### src/rtl/sram_arb_pkg.sv
// Shared encodings for the SRAM front-end arbiter: FSM states, access sizes,
// port select, default timing parameters and the alignment check.
package sram_arb_pkg;

    localparam logic [2:0] ST_RST_HOLD = 3'd0;
    localparam logic [2:0] ST_IDLE     = 3'd1;
    localparam logic [2:0] ST_ISSUE_LO = 3'd2;
    localparam logic [2:0] ST_WAIT_LO  = 3'd3;
    localparam logic [2:0] ST_ISSUE_HI = 3'd4;
    localparam logic [2:0] ST_WAIT_HI  = 3'd5;
    localparam logic [2:0] ST_RESP     = 3'd6;

    localparam logic [1:0] SZ_BYTE = 2'b00;
    localparam logic [1:0] SZ_HALF = 2'b01;
    localparam logic [1:0] SZ_WORD = 2'b10;

    typedef enum logic {
        PORT_I = 1'b0,
        PORT_D = 1'b1
    } port_e;

    localparam int DEF_STARVE_LIMIT = 4;
    localparam int DEF_QUIESCE      = 6;

    function automatic logic is_legal(input logic [1:0] size, input logic [1:0] addr_lo);
        logic ok;
        case (size)
            SZ_BYTE: ok = 1'b1;
            SZ_HALF: ok = ~addr_lo[0];
            SZ_WORD: ok = (addr_lo == 2'b00);
            default: ok = 1'b0;
        endcase
        return ok;
    endfunction

endpackage

### src/rtl/sram_arb_grant.sv
// Port selection between fetch and data. With SRAM_ARB_STARVE_EN defined a
// starvation counter lets fetch win after STARVE_LIMIT contested data grants.
module sram_arb_grant
    import sram_arb_pkg::*;
#(
    parameter int STARVE_LIMIT = DEF_STARVE_LIMIT
) (
    input  logic clk,
    input  logic rst_n,
    input  logic i_req,
    input  logic d_req,
    input  logic grant,
    output logic sel
);

`ifdef SRAM_ARB_STARVE_EN
    logic [3:0] starve_cnt;
    logic       starved;

    assign starved = (starve_cnt >= 4'(STARVE_LIMIT));
    assign sel     = (d_req && !(i_req && starved)) ? PORT_D :
                     (i_req ? PORT_I : PORT_D);

    // Only data grants taken while fetch waits count toward starvation.
    always_ff @(posedge clk or negedge rst_n) begin
        if (!rst_n) begin
            starve_cnt <= '0;
        end else if (grant) begin
            if (sel == PORT_I) begin
                starve_cnt <= '0;
            end else if (i_req) begin
                starve_cnt <= starve_cnt + 4'd1;
            end
        end
    end
`else
    logic unused_ok;

    assign sel       = (i_req && !d_req) ? PORT_I : PORT_D;
    assign unused_ok = ^{clk, rst_n, grant, STARVE_LIMIT};
`endif

endmodule

### src/rtl/sram_arbiter.sv
// Arbitrates fetch and load/store onto one 16-bit SRAM front end, splitting
// word accesses into LO/HI halves. Optional starvation guard: SRAM_ARB_STARVE_EN.
module sram_arbiter
    import sram_arb_pkg::*;
#(
    parameter int STARVE_LIMIT = DEF_STARVE_LIMIT,
    parameter int QUIESCE      = DEF_QUIESCE
) (
    input  logic        clk,
    input  logic        rst_n,
    input  logic        i_req,
    input  logic [31:0] i_addr,
    output logic        i_ack,
    output logic        i_err,
    output logic [31:0] i_rdata,
    input  logic        d_req,
    input  logic        d_rw,
    input  logic [1:0]  d_size,
    input  logic [31:0] d_addr,
    input  logic [31:0] d_wdata,
    output logic        d_ack,
    output logic        d_err,
    output logic [31:0] d_rdata,
    output logic        mem_valid,
    output logic        mem_rw,
    output logic [31:0] mem_addr,
    output logic [15:0] mem_wdata,
    input  logic [15:0] mem_rdata,
    input  logic        mem_done,
    output logic        busy,
    output logic [2:0]  state_dbg
);

    // Handshake: a requester holds req and its fields until it sees a one-cycle
    // ack/err and drops req on the next edge; the front end gets a one-cycle
    // mem_valid with fields held until mem_done, which is only honoured in WAIT_*.

    logic [2:0]  state;
    logic [7:0]  q_cnt;
    port_e       sel_q;
    logic        err_q;
    logic [1:0]  size_q;
    logic [31:0] addr_q;
    logic [15:0] wdata_hi_q;
    logic [31:0] rdata_q;

    logic        gnt_sel;
    logic        grant_stb;
    port_e       req_port;
    logic        req_rw;
    logic [1:0]  req_size;
    logic [31:0] req_addr;
    logic [31:0] req_wdata;
    logic [15:0] req_lo_wdata;
    logic        req_ok;
    logic [31:0] lo_rdata;
    logic        resp_ok;

    assign grant_stb = (state == ST_IDLE) && (i_req || d_req);

    sram_arb_grant #(
        .STARVE_LIMIT(STARVE_LIMIT)
    ) u_grant (
        .clk   (clk),
        .rst_n (rst_n),
        .i_req (i_req),
        .d_req (d_req),
        .grant (grant_stb),
        .sel   (gnt_sel)
    );

    always_comb begin
        req_port  = port_e'(gnt_sel);
        req_rw    = 1'b0;
        req_size  = SZ_WORD;
        req_addr  = i_addr;
        req_wdata = '0;
        if (req_port == PORT_D) begin
            req_rw    = d_rw;
            req_size  = d_size;
            req_addr  = d_addr;
            req_wdata = d_wdata;
        end
        req_lo_wdata = (req_size == SZ_BYTE) ? {req_wdata[7:0], req_wdata[7:0]} : req_wdata[15:0];
        req_ok       = is_legal(req_size, req_addr[1:0]);
    end

    // Byte reads pick the lane selected by addr[0]; everything else is right-aligned.
    always_comb begin
        lo_rdata = {16'h0000, mem_rdata};
        if (size_q == SZ_BYTE) begin
            lo_rdata = {24'h000000, (addr_q[0] ? mem_rdata[15:8] : mem_rdata[7:0])};
        end
    end

    always_ff @(posedge clk or negedge rst_n) begin
        if (!rst_n) begin
            state      <= ST_RST_HOLD;
            q_cnt      <= '0;
            sel_q      <= PORT_I;
            err_q      <= 1'b0;
            size_q     <= SZ_BYTE;
            addr_q     <= '0;
            wdata_hi_q <= '0;
            rdata_q    <= '0;
            mem_rw     <= 1'b0;
            mem_addr   <= '0;
            mem_wdata  <= '0;
        end else begin
            case (state)
                ST_RST_HOLD: begin
                    if (q_cnt == 8'(QUIESCE - 1)) begin
                        state <= ST_IDLE;
                    end else begin
                        q_cnt <= q_cnt + 8'd1;
                    end
                end
                ST_IDLE: begin
                    if (grant_stb) begin
                        sel_q      <= req_port;
                        size_q     <= req_size;
                        addr_q     <= req_addr;
                        wdata_hi_q <= req_wdata[31:16];
                        rdata_q    <= '0;
                        if (req_ok) begin
                            err_q     <= 1'b0;
                            mem_rw    <= req_rw;
                            mem_addr  <= req_addr;
                            mem_wdata <= req_lo_wdata;
                            state     <= ST_ISSUE_LO;
                        end else begin
                            err_q <= 1'b1;
                            state <= ST_RESP;
                        end
                    end
                end
                ST_ISSUE_LO: state <= ST_WAIT_LO;
                ST_WAIT_LO: begin
                    if (mem_done) begin
                        rdata_q <= lo_rdata;
                        if (size_q == SZ_WORD) begin
                            mem_addr  <= addr_q + 32'd2;
                            mem_wdata <= wdata_hi_q;
                            state     <= ST_ISSUE_HI;
                        end else begin
                            state <= ST_RESP;
                        end
                    end
                end
                ST_ISSUE_HI: state <= ST_WAIT_HI;
                ST_WAIT_HI: begin
                    if (mem_done) begin
                        rdata_q[31:16] <= mem_rdata;
                        state          <= ST_RESP;
                    end
                end
                ST_RESP: state <= ST_IDLE;
                default: state <= ST_IDLE;
            endcase
        end
    end

    assign resp_ok   = (state == ST_RESP) && !err_q;
    assign i_ack     = resp_ok && (sel_q == PORT_I);
    assign d_ack     = resp_ok && (sel_q == PORT_D);
    assign i_err     = (state == ST_RESP) && err_q && (sel_q == PORT_I);
    assign d_err     = (state == ST_RESP) && err_q && (sel_q == PORT_D);
    assign i_rdata   = i_ack ? rdata_q : '0;
    assign d_rdata   = d_ack ? rdata_q : '0;
    assign mem_valid = (state == ST_ISSUE_LO) || (state == ST_ISSUE_HI);
    // Busy covers an accepted request only, so the post-reset hold reads as 0.
    assign busy      = (state != ST_IDLE) && (state != ST_RST_HOLD);
    assign state_dbg = state;

endmodule

### config.mk
export PLATFORM = sky130hd
export DESIGN_NAME = sram_arbiter
export DESIGN_NICKNAME = d
export VERILOG_FILES = /design/src/rtl/sram_arb_pkg.sv /design/src/rtl/sram_arb_grant.sv /design/src/rtl/sram_arbiter.sv
export SDC_FILE = /design/constraint.sdc
export NUM_CORES = 1
export LEC_CHECK = 0
export CORE_MARGIN = 2
export CORE_UTILIZATION = 51
export CTS_CLUSTER_SIZE = 30
export DETAILED_ROUTE_END_ITERATION = 12
export PLACE_DENSITY = 0.9
export SYNTH_ARGS = -nofsm -noshare
export SYNTH_HDL_FRONTEND = slang
export SYNTH_HIERARCHICAL = 1
export SYNTH_SLANG_ARGS = --single-unit
### constraint.sdc
create_clock -name clk -period 4.21 [get_ports clk]
set_clock_uncertainty 0.1 [all_clocks]
set_input_delay 1.0525 -clock clk [delete_from_list [all_inputs] [get_ports clk]]
set_output_delay 1.0525 -clock clk [all_outputs]
set_load 0.01 [all_outputs]
==> results.json <==
{
  "drive_gt1_share_pct": 5.24,
  "via_per_inst": 5.62,
  "post_cts_buffers": 0,
  "h-tree-depth": 4,
  "grt_pass1_wl_mm": 35.1,
  "wl_mm": 21.5,
  "crit_path_end": "d_rdata[13]",
  "start_util_pct": 52.0,
  "async_flop_share_pct": 100,
  "ys_seq_area_share_pct": 47.8,
  "power_leakage_nw": 4.75,
  "finalCritPeriodShare_pct": 94.2,
  "insertion_delay_ns": 0.43,
  "gp_congestion": 0.835,
  "worstSetupPathType": "flip-flop to output port",
  "drt_iter0_markers": 355,
  "r2r_setup_slack_ns": 1.58,
  "required_ns": 3.06,
  "grt_pass1_vias": 6848,
  "hold_viol_final": 0,
  "slew_headroom_pct": 29.8,
  "ys_types": 45,
  "ios": 242,
  "rsz0062_at_grt": "no",
  "synth_common_cells": "170 x nand2_1, 144 x dfrtp_1, 104 x o21ai_0",
  "synth_area_um2": 7530,
  "syn_inst": 839,
  "grt_overflow": 0,
  "fin_util_pct": 73.6,
  "die_h_um": 126,
  "cts_buffers": 17,
  "cp_data_arrival_time_ns": 2.81,
  "drtPass1Iterations": 5,
  "status": "finished clean",
  "report.final.slew_viol_count": 0,
  "critPathLaunchType": "flip-flop",
  "irDropWorstVdd_uv": 364,
  "dieArea_um2": 15800,
  "setup_tns_ns": 0,
  "syn_area_per_cell_um2": 8.98,
  "drc": 0,
  "track_usage_pct": 27.8,
  "vias": 7036,
  "synthesis.nets": 964,
  "r2r-end": "mem_wdata[14]$_DFFE_PN0P_",
  "startpoint": "state_dbg[1]$_DFFE_PN0P_",
  "rr_startpoint": "state_dbg[2]$_DFFE_PN0P_",
  "wl_per_cell_um": 17.2,
  "critPathMaxFanout": 33,
  "final_cells": 1253,
  "holdPathStages": 2,
  "ys_ff_latch": 144,
  "port_buffers": 241,
  "synthToLayoutAreaGrowth_pct": 41.4,
  "dp_cells": 1223,
  "ctsLongestPathBuffers": 2,
  "die_x_um": 126,
  "num-nets-final": 1183,
  "post_cts_resized": 0,
  "dp_hpwl_mm": 15.3,
  "synth_most_common_cell": "nand2_1",
  "fmaxAchievable_mhz": 252,
  "grt_max_degree": 85,
  "ys_warn_count": 6,
  "reg2reg_depth": 6,
  "core_um2": 14500,
  "synthFlopType": "dfrtp_1",
  "tightest_slew_ns": 1.05,
  "min_from": "wdata_hi_q[12]$_DFFE_PN0P_",
  "yosysTopAreaCell": "dfrtp_1",
  "rows": 44,
  "synth_edf_count": 0,
  "max_cap_violations": 0,
  "cts_tree": "done",
  "power_density_nw_per_um2": 606,
  "finalCriticalPeriod_ns": 3.97,
  "finalSetupViolations": 0,
  "nFillCells": 1042,
  "hp-class": "flip-flop to flip-flop",
  "clk_pin_slew_ns": 0.06,
  "detail-route-antenna-nets": 0,
  "hold_buffers": 0,
  "critPathCaptureType": "output port",
  "root_buffer": "clkbuf_16",
  "cts.sinks": 144,
  "yosysTopAreaCellShare_pct": 47.8,
  "antenna_found_initial": 1,
  "antenna_cells": 0,
  "synthTopCellsByArea": "dfrtp_1 48%, nand2_1 8.5%, o21ai_0 6.9%"
}
==> layout by cell type (no fill, tap or decap), types with 5 or more instances in the layout <==
master | Yosys | routed
and3_1 | 17 | 17
inv_1 | 10 | 10
xor2_1 | 11 | 11
nand3_1 | 34 | 34
a221o_1 | 8 | 8
o21ai_0 | 104 | 103
nand2_1 | 170 | 170
nand4_1 | 14 | 14
nor4_1 | 5 | 5
nor2_1 | 24 | 23
clkdlybuf4s50_1 | 0 | 240
a21oi_1 | 23 | 23
clkbuf_16 | 0 | 17
a22o_1 | 11 | 11
dfrtp_1 | 144 | 144
and2_1 | 67 | 67
a2bb2oi_1 | 8 | 8
ha_1 | 5 | 5
xnor2_1 | 18 | 18
nor3_1 | 24 | 22
clkinv_2 | 0 | 5
buf_4 | 0 | 13
mux2i_1 | 49 | 49
==> per-layer routing <==
layer | routed length (µm) | up-vias | GRT usage [%]
met1 | 8610 | 3325 | 35.0
met5 | 13 | - | 0
met4 | 488 | 2 | 10.3
met3 | 1700 | 38 | 7.06
li1 | - | 3348 | -
met2 | 10700 | 323 | 46.4
==> layout make-up <==
class | instances | area (µm²) | area share, %
well taps | 184 | 230 | 2.16
clock buffers | 19 | 453 | 4.25
clock inverters | 11 | 116 | 1.09
repair buffers | 255 | 2530 | 23.8
multi-input cells | 629 | 3680 | 34.5
flip-flops and latches | 144 | 3600 | 33.8
inverters | 11 | 41.3 | 0.388
==> stage by stage <==
stage | cell area (µm²) | hold WS (ns) | worst slack [ns] | power (mW)
after floorplan | 7530 | 0.339 | 1.21 | 3.89
after global placement | 10100 | 0.349 | 0.644 | 4.86
after detailed placement | 10100 | 0.356 | 0.559 | 4.97
after CTS | 10700 | 0.369 | 0.226 | 6.46
after global routing | 10700 | 0.398 | 0.0734 | 6.87
final | 10700 | 0.367 | 0.245 | 6.45
==> power by group <==
| part | switching [mW] | internal [mW] | leakage, nW |
|---|---|---|---|
| clock | 0.577 | 0.890 | 0.276 |
| sequential | 0.544 | 1.98 | 1.84 |
| combinational | 1.32 | 1.14 | 2.64 |
| total | 2.44 | 4.01 | 4.75 |
==> worst max-delay path: stages, from the launching register on <==
cell and delay, ns:
dfrtp_1 0.64, inv_2 0.19, or3_1 0.43, nor3_2 0.12
buf_4 0.28, and2_1 0.17, clkdlybuf4s50_1 0.54
==> worst min-delay path by stage <==
stage / endpoint
floorplan: wdata_hi_q[0]$_DFFE_PN0P_
global placement: wdata_hi_q[12]$_DFFE_PN0P_
detailed placement: wdata_hi_q[6]$_DFFE_PN0P_
CTS: wdata_hi_q[6]$_DFFE_PN0P_
global route: wdata_hi_q[12]$_DFFE_PN0P_
finish: wdata_hi_q[12]$_DFFE_PN0P_
==> sequential cells by signal, summed over array words and instances, names as in the netlist <==
signal and count:
mem_wdata 16, mem_addr 32, rdata_q 32, mem_rw 1, wdata_hi_q 16, state_dbg 3
size_q 2, q_cnt 8, addr_q 32, sel_q 1, err_q 1
==> cell families (layout without fill, tap and decap cells) <==
group           count (synthesis)  count (layout)  share of synthesized area (%)
fa+ha+maj                       5               5                          0.830
flops                         144             144                           47.8
mux                            50              50                           6.66
compound gates                176             176                           14.0
buf+inv                        66             296                           3.79
xor+xnor                       29              29                           3.37
simple gates                  369             369                           23.5
Note: power is estimated with default switching activity, not from simulation.
